$ cat src/rtl/hamming_tx_arbiter.sv
// Round-robin arbiter that feeds one byte at a time, low nibble then high nibble,
// through a shared external Hamming(7,4) encoder onto a valid/ready codeword stream.
module hamming_tx_arbiter #(
  parameter int unsigned NUM_REQ = 4,
  parameter int unsigned SRC_W   = 2,
  parameter int unsigned CNT_W   = 16
) (
  input  logic                 clk,
  input  logic                 rst,
  input  logic [NUM_REQ-1:0]   req_valid,
  input  logic [8*NUM_REQ-1:0] req_data,
  output logic [NUM_REQ-1:0]   req_ready,
  output logic [3:0]           enc_data,
  input  logic [6:0]           enc_code,
  output logic                 cw_valid,
  output logic [6:0]           cw_data,
  output logic [SRC_W-1:0]     cw_src,
  output logic                 cw_hi,
  input  logic                 cw_ready,
  output logic                 busy,
  output logic [CNT_W-1:0]     byte_count
);

  typedef enum logic [1:0] {
    IDLE = 2'd0,
    LOW  = 2'd1,
    HIGH = 2'd2
  } state_t;

  state_t           state, state_d;
  logic [7:0]       buffer;
  logic [SRC_W-1:0] last;
  logic [SRC_W-1:0] grant;
  logic             grant_found;
  logic             can_accept;
  logic             accept;
  logic [7:0]       grant_byte;

  // Search starts one past the last winner and wraps, so the previous winner is checked last.
  always_comb begin
    int unsigned idx;
    logic [SRC_W-1:0] idx_s;
    grant       = '0;
    grant_found = 1'b0;
    idx         = 0;
    idx_s       = '0;
    for (int unsigned k = 1; k <= NUM_REQ; k++) begin
      idx = 32'(last) + k;
      if (idx >= NUM_REQ) idx = idx - NUM_REQ;
      idx_s = SRC_W'(idx);
      if (!grant_found && req_valid[idx_s]) begin
        grant_found = 1'b1;
        grant       = idx_s;
      end
    end
  end

  assign grant_byte = req_data[8*grant +: 8];
  assign can_accept = (state == IDLE) || ((state == HIGH) && cw_ready);
  assign accept     = grant_found && can_accept && !rst;

  always_comb begin
    req_ready = '0;
    if (accept) req_ready[grant] = 1'b1;
  end

  always_comb begin
    state_d = state;
    unique case (state)
      IDLE:    if (accept) state_d = LOW;
      LOW:     if (cw_ready) state_d = HIGH;
      HIGH:    if (cw_ready) state_d = accept ? LOW : IDLE;
      default: state_d = IDLE;
    endcase
  end

  always_ff @(posedge clk) begin
    if (rst) begin
      state      <= IDLE;
      buffer     <= '0;
      last       <= SRC_W'(NUM_REQ - 1);
      cw_src     <= '0;
      enc_data   <= '0;
      byte_count <= '0;
    end else begin
      state <= state_d;
      if (accept) begin
        buffer   <= grant_byte;
        cw_src   <= grant;
        last     <= grant;
        enc_data <= grant_byte[3:0];
      end else if ((state == LOW) && cw_ready) begin
        enc_data <= buffer[7:4];
      end
      if ((state == HIGH) && cw_ready) byte_count <= byte_count + CNT_W'(1);
    end
  end

  assign cw_valid = (state != IDLE);
  assign cw_hi    = (state == HIGH);
  assign busy     = (state != IDLE);
  assign cw_data  = enc_code;

endmodule

$ cat config.mk
export PLATFORM = sky130hd
export DESIGN_NAME = hamming_tx_arbiter
export DESIGN_NICKNAME = d
export VERILOG_FILES = /design/src/rtl/hamming_tx_arbiter.sv
export SDC_FILE = /design/constraint.sdc
export NUM_CORES = 1
export LEC_CHECK = 0
export BUFFER_PORTS_ARGS = -buffer_cell sky130_fd_sc_hd__buf_4
export CAP_MARGIN = 20
export CORE_UTILIZATION = 49
export DETAILED_ROUTE_END_ITERATION = 10
export PLACE_DENSITY = 0.91
export SETUP_SLACK_MARGIN = 0.15
export SYNTH_ARGS = -nofsm -noshare
export SYNTH_HDL_FRONTEND = slang
export SYNTH_SLANG_ARGS = --single-unit
$ cat constraint.sdc
create_clock -name clk -period 2.6 [get_ports clk]
set_input_delay 0.13 -clock clk [delete_from_list [all_inputs] [get_ports clk]]
set_output_delay 0.13 -clock clk [all_outputs]
set_load 0.01 [all_outputs]
* Word-level counts from Yosys, hierarchy flattened
Cells that the tools add are included.
Operators by class: reduce and logical (&&, ||, !) cells 17, equal/unequal tests 5, order comparisons 10, shift operators 1, add/sub/neg operators 9, mux-type cells 30
Operator list (number):
- $shiftx 32x6->8 | 1
- $mux 2 | 11
- $add 16x1->16 const B | 1
- $lt 2x3->1 const B | 5
- $mux 4 | 3
- $mux 1 | 10
- $ge 3x3->1 const B | 3
- $bmux 1 s2 | 4
- $logic_and 1x1->1 | 8
- $sub 2x1->2 const B | 4
- $add 2x2->3 const B | 2
- $pmux 2 s3 | 1
- $add 2x3->4 const B | 1
- $ge 4x3->1 const B | 1
- $logic_not 1->1 | 4
- $ne 2x2->1 const B | 2
- $reduce_bool 2->1 | 2
- $add 2x1->3 const B | 1
- $reduce_and 3->1 | 1
- $demux 1 s2 | 1
- $eq 2x1->1 const B | 1
- $eq 2x2->1 const B | 1
- $ge 2x1->1 const B | 1
- $logic_not 2->1 | 1
- other kinds (2) | 2
Word-level totals: bits in registers 34, word-level logic and storage cells 78

* Logic depth before layout (Yosys ltp)
Gate-level depths: netlist of run 1.
depth in word-level cells 20, gate-level depth with buffers 7

* Least setup slack after synthesis of run 1
OpenSTA, ideal clock, no wires.
kind reg-to-reg, start register last[1], end register enc_data[2], cell stages (with the launch flop) 6, clock period less this slack 1.707 ns, setup time 0.122 ns, data arrival time 1.585 ns, path slack 0.893 ns, required time 2.478 ns, path through dfxtp_1 > mux2i_1 > o22ai_2 > nor2_2 > mux2_2 > o311a_1
On the way: longest elaborated chain between the ends 18, elaborated cells between the ends (all ways) 43, classes of those cells 8 x add/sub; 4 x order compare; 1 x shift; 21 x mux; 9 x reduce/logical
RTL lines:
- start, declared | line 32 | logic [SRC_W-1:0] last;
- start signal, assigned | line 81 | last <= SRC_W'(NUM_REQ - 1);
- start signal, assigned | line 90 | last <= grant;
- branches (longest 18 deep; another with $add 2x1->3)
- end signal, assigned | line 91 | enc_data <= grant_byte[3:0];
- end signal, assigned | line 93 | enc_data <= buffer[7:4];
- end, declared | line 13 | output logic [3:0] enc_data,
Several ways; the timed one is not identified. The select of a mux whose other input is x is not followed. A chain may end at the register's enable or synchronous reset.

* Worst setup path after layout of run 1
start register state[1], end output port req_ready[3]
On the way: longest elaborated chain between the ends 6, elaborated cells between the ends (all ways) 7, classes of those cells 1 x eq/ne; 1 x mux; 5 x reduce/logical
RTL lines:
- start, declared | line 30 | state_t state, state_d;
- start signal, assigned | line 86 | state <= state_d;
- $eq 2x2->1 | line 59 | assign can_accept = (state == IDLE) || ((state == HIGH) && cw_ready);
- $logic_and 1x1->1 | line 59
- $logic_or 1x1->1 (*) | line 59
- $logic_and 1x1->1 (*) (2 in series) | line 60 | assign accept = grant_found && can_accept && !rst;
- $mux 4 (*) | line 64 | if (accept) req_ready[grant] = 1'b1;
- end, declared | line 12 | output logic [NUM_REQ-1:0] req_ready,
Mark *: on every way between the ends. The rest lies on a longest branch, timed or not.

==> results.py, run 1 <==
metrics = {
    "status": {
        "status": "completed",
    },
    "die": {
        "dieWidth_um": 60.3,
        "dieArea_mm2": 0.00364,
        "ios": 82,
        "num_rows": 20,
        "start_util": 0.533,
        "die_y_um": 60.3,
        "core_area_mm2": 0.00313,
    },
    "power": {
        "total_leakage_power_nw": 1.01,
        "p_per_area_mw_per_mm2": 481,
        "peakVddDrop_mv": 0.277,
    },
    "routing": {
        "drt_iter0_drc": 96,
        "drc": 0,
        "viasPerCell": 5.21,
        "wl_met2_um": 1860,
        "vias": 1531,
        "dr.pass1.iters": 4,
        "post_drt_wl_per_cell_um": 12.3,
        "finalWirelength_um": 3630,
        "wl_met1_um": 1540,
        "top_layer": "met4",
        "ant_nets": 0,
        "wl_met3_um": 145,
    },
    "clock_tree": {
        "postCtsSetupRepairBufs": 0,
        "cts-buffers-inserted": 5,
        "htree_levels": 2,
        "cts_resized": 0,
        "max-clock-path-buffers": 2,
        "clkTransAtPathRegs_ns": 0.09,
        "clk_latency_ns": 0.33,
        "cts_root_buf": "clkbuf_4",
        "cts_tree": "yes",
        "cts.sinks": 30,
        "ctsHoldBuffers": 0,
    },
    "final_layout": {
        "fin_cells": 294,
        "area_growth_syn_to_layout_pct": 31.3,
        "diodes": 0,
        "nets": 296,
        "drive_gt1_frac": 0.372,
        "final_cell_mix": "buf_4 (68), dfxtp_1 (30), nor2_1 (26)",
        "layout_commonest_cell": "buf_4",
    },
    "synth": {
        "synth_top_family_by_area": "simple AND/OR/NAND/NOR gates",
        "synth_edf_count": 0,
        "synth_cell_types": 42,
        "yosysWarnings": 0,
        "synth_fa_ha_area_frac": 0.00751,
        "synth_mux_area_frac": 0.131,
        "synth_compound_area_frac": 0.131,
        "syn_area_mm2": 0.00167,
        "yosys_register_bits": 30,
        "synth_top_area_share": 0.360,
        "avgSynthCellArea_um2": 8.77,
        "async_reset_ff_frac": 0,
        "synth_nets": 237,
        "synth_cells": 190,
        "yosys.area_share.simple": 0.239,
        "ys_seq_area_frac": 0.360,
        "synth-xor-area-share": 0.0631,
        "dominantRegCellSynth": "dfxtp_1",
        "synth_area_leaders": "dfxtp_1 (36%), mux2i_1 (9.0%), nor2_1 (5.9%), xor2_1 (4.7%), buf_4 (4.1%)",
        "yosys.area.top_type": "dfxtp_1",
    },
    "timing": {
        "final.min_clock_period_ns": 2.22,
        "slew_violations": 0,
        "fin_worst_skew_ns": 0.00772,
        "tightest_slew_ns": 0.543,
        "rsz0062_at_grt": "no",
        "max_freq_mhz": 451,
        "finalHoldViolations": 0,
        "tns_ns": 0,
        "timing.final.crit_share": 0.852,
        "finalSetupViolCount": 0,
        "relSlewSlack": 0.634,
    },
    "critical_path": {
        "start_kind": "register",
        "critPathArrivalTime_ns": 2.09,
        "path_class": "reg2out",
        "cp.required_ns": 2.47,
        "crit_path_max_fanout": 10,
        "critPathCaptureType": "output pin",
    },
    "global_routing": {
        "grt_pass1_wl_um": 5660,
        "grt_start_max_net_pins": 27,
        "first_global_vias": 1366,
        "grt_overflow_total": 0,
        "track_usage": 0.209,
        "antenna_found_initial": 0,
    },
    "place": {
        "dp_hpwl_um": 2840,
        "placed_cells": 286,
        "io_buffers": 67,
        "place_congestion": 0.764,
    },
    "min_path": {
        "hp-class": "in2reg",
    },
    "flow_run": {
        "drv_cap": 0,
    },
}
[metal layers]
layer	track usage	vias to the layer above
met5	0	-
met4	0.113	0
met3	0.0433	12
met2	0.358	42
met1	0.243	694
li1	-	783
[per-stage QoR]
stage	utilization	hold WS [ns]	total power [W]	worst slack, ns	cell area, um2
after floorplan	-	0.246	0.000684	0.893	1670
after global placement	0.680	0.260	0.000765	0.727	2130
after detailed placement	0.680	0.260	0.000772	0.616	2130
after CTS	0.700	0.0427	0.00106	0.371	2190
after global routing	0.700	0.0507	0.00110	0.218	2190
final	0.700	0.0579	0.00105	0.384	2190
[Yosys cell counts (2+ instances only)]
cell type and instances:
dfxtp_1 30, nor2_1 26, mux2i_1 15, nand2_1 14, a21oi_1 11, buf_4 9
xor2_1 9, mux2_2 6, o21ai_0 6, nand2b_1 5, o221ai_1 5, clkbuf_1 4
nand4_1 4, or2_2 4, or3_1 4, inv_1 3, nand3_1 3, nor2b_1 3
xnor2_1 3, nor3_1 2, nor4_1 2, o221a_2 2
[state kept, by name, summed over array words and instances, names as in the netlist]
name / cells
cw_src: 2
state: 2
last: 2
enc_data: 4
buffer: 4
byte_count: 16
[logic make-up (layout without fill, tap and decap cells)]
| family | after synthesis | count (layout) |
|---|---|---|
| AND/OR/NAND/NOR | 76 | 76 |
| AO/OA/AOI/OAI | 31 | 31 |
| flip-flops | 30 | 30 |
| multiplexers | 21 | 21 |
| buffers and inverters | 19 | 79 |
| XOR/XNOR | 12 | 12 |
| adder cells (fa/ha/maj) | 1 | 1 |
[critical path: stages (launching register included)]
cell and delay (ns):
dfxtp_1 0.36, nor2b_1 0.18, or3_1 0.45, nor2_1 0.21, nand2b_1 0.25, nor2_1 0.17, buf_4 0.14
[area by class of cell]
cell class / instances / area, um2
inverter: 3 / 11.3
fill: 261 / 940
clock buffer: 7 / 55.1
multi-input combinational: 141 / 951
timing repair buffer: 68 / 510
sequential: 30 / 601
clock inverter: 1 / 5.00
tap: 44 / 55.1
[report_power, final]
group | switching (W) | internal (W) | leakage, nW
Sequential | 0.0000226 | 0.000488 | 0.245
Combinational | 0.000112 | 0.000139 | 0.733
Clock | 0.000160 | 0.000131 | 0.0353
[final timing paths]
path,slack (ns),end,cells after the start,start
hold reg to reg,0.46,cw_src[1]$_SDFFE_PP0P_,2,cw_src[1]$_SDFFE_PP0P_
hold / removal,0.06,state[0]$_SDFFE_PP0P_,2,cw_ready
setup / recovery,0.38,req_ready[3],6,state[1]$_SDFFE_PP0P_
setup reg to reg,0.59,enc_data[0]$_SDFFE_PP0P_,6,last[1]$_SDFFE_PP1P_
Note: power is estimated with default switching activity, not from simulation.
==> run 2, diff against run 1 <==
--- a/config.mk
+++ b/config.mk
@@ -10,6 +10,7 @@
 export CORE_UTILIZATION = 49
 export DETAILED_ROUTE_END_ITERATION = 10
 export PLACE_DENSITY = 0.91
+export REMOVE_ABC_BUFFERS = 1
 export SETUP_SLACK_MARGIN = 0.15
 export SYNTH_ARGS = -nofsm -noshare
 export SYNTH_HDL_FRONTEND = slang
==> results.py, run 2 (synthesis gave the netlist of run 1 again) <==
metrics = {
    "place": {
        "place_congestion": 0.828,
        "placed_cell_area_mm2": 0.00213,
        "dp_hpwl_um": 2950,
        "io_buffers": 67,
    },
    "global_routing": {
        "grt_start_max_net_pins": 27,
        "grt_overflow_total": 0,
        "grt_pass1_wl_um": 6290,
        "first_global_vias": 1512,
        "antenna_found_initial": 0,
        "track_usage": 0.233,
    },
    "routing": {
        "drt_iter0_drc": 74,
        "post_drt_wl_per_cell_um": 13.5,
        "finalWirelength_um": 3950,
        "ant_nets": 0,
        "drc": 0,
        "viasPerCell": 5.55,
        "vias": 1626,
        "dr.pass1.iters": 4,
    },
    "power": {
        "power_switching_w": 0.000293,
        "netSwitchingFraction": 0.286,
        "comb_power_share": 0.248,
        "total_leakage_power_nw": 1.00,
        "p_per_area_mw_per_mm2": 470,
        "peakVddDrop_mv": 0.351,
        "p_int_w": 0.000729,
        "seq_power_share": 0.501,
        "p_total_w": 0.00102,
        "clockPowerShare": 0.251,
    },
    "final_layout": {
        "nFillCells": 248,
        "drive_gt1_frac": 0.365,
        "final_cell_mix": "buf_4 (68), dfxtp_1 (30), nor2_1 (26)",
        "layout_commonest_cell": "buf_4",
        "area_growth_syn_to_layout_pct": 30.4,
        "utilization": 0.695,
        "nets": 296,
        "reg.largest.list": "byte_count (16), buffer (4), enc_data (4)",
        "diodes": 0,
        "design_area_mm2": 0.00217,
        "largest_reg_flops": 16,
        "top_register": "byte_count",
    },
    "critical_path": {
        "cp_slowest_cell": "or3_1",
        "cp_top_family": "simple AND/OR/NAND/NOR gates",
        "start_kind": "register",
        "path_class": "reg2out",
        "slowest_delay_ns": 0.46,
        "crit_buf_inv": 1,
        "critPathCaptureType": "output pin",
        "cp.required_ns": 2.47,
        "crit_path_max_fanout": 10,
        "crit_top_cell": "nor2_1",
        "critPathArrivalTime_ns": 2.10,
        "path_cells": "nor2b_1, or3_1, nor2_1, nand2b_1, nor2_1, buf_4",
    },
    "timing": {
        "final.min_clock_period_ns": 2.23,
        "finalHoldViolations": 0,
        "timing.final.crit_share": 0.859,
        "finalSetupViolCount": 0,
        "max_freq_mhz": 448,
        "tightest_slew_ns": 0.580,
        "fin_worst_skew_ns": 0.00971,
        "rsz0062_at_grt": "no",
        "slew_violations": 0,
        "hold_ws_ns": 0.0664,
        "tns_ns": 0,
        "relSlewSlack": 0.609,
    },
    "status": {
        "status": "completed",
    },
    "die": {
        "start_util": 0.533,
        "ios": 82,
        "num_rows": 20,
        "dieWidth_um": 60.3,
        "die_y_um": 60.3,
        "core_area_mm2": 0.00313,
        "dieArea_mm2": 0.00364,
    },
    "clock_tree": {
        "postCtsSetupRepairBufs": 0,
        "clk_latency_ns": 0.33,
        "max-clock-path-buffers": 2,
        "htree_levels": 2,
        "cts_resized": 0,
        "cts_tree": "yes",
        "cts-buffers-inserted": 5,
        "cts_root_buf": "clkbuf_4",
        "cts.sinks": 30,
        "clkTransAtPathRegs_ns": 0.10,
        "ctsHoldBuffers": 0,
    },
    "min_path": {
        "hp-class": "in2reg",
    },
    "flow_run": {
        "drv_cap": 0,
    },
}
==> run 2: worst paths after layout <==
check | from | to | slack, ns | depth (start not counted)
worst max register to register | last[1]$_SDFFE_PP1P_ | enc_data[2]$_SDFFE_PP0P_ | 0.54 | 5
worst min register to register | cw_src[1]$_SDFFE_PP0P_ | cw_src[1]$_SDFFE_PP0P_ | 0.46 | 2
worst min-delay path | cw_ready | state[0]$_SDFFE_PP0P_ | 0.07 | 2
worst max-delay path | state[1]$_SDFFE_PP0P_ | req_ready[2] | 0.37 | 6
==> run 2: through the flow <==
step	setup WS, ns	instances
2_1_floorplan	0.512	174
3_3_place_gp	0.631	286
3_5_place_dp	0.563	286
4_1_cts	0.367	293
5_1_grt	0.224	293
6_report	0.368	293
==> run 2: per-layer routing <==
| layer | wire length [um] | GRT usage |
|---|---|---|
| met1 | 1630 | 0.251 |
| met2 | 1940 | 0.394 |
| met3 | 342 | 0.102 |
| met4 | 39 | 0.106 |
| met5 | 0 | 0 |
==> run 2: final cells by class <==
cell class / count / area (um2) / share of cell area
clock buffers: 7 / 45.0 / 0.0207
inverters: 3 / 11.3 / 0.00518
multi-input cells: 141 / 951 / 0.438
flip-flops and latches: 30 / 601 / 0.276
well taps: 44 / 55.1 / 0.0253
repair buffers: 68 / 510 / 0.235
==> run 2: power groups by stage <==
stage          sequential, W  clock, W  combinational [W]
2_1_floorplan       0.000522         0           0.000135
3_3_place_gp        0.000520         0           0.000247
3_5_place_dp        0.000521         0           0.000253
4_1_cts             0.000511  0.000255           0.000254
5_1_grt             0.000516  0.000284           0.000276
6_report            0.000512  0.000256           0.000253
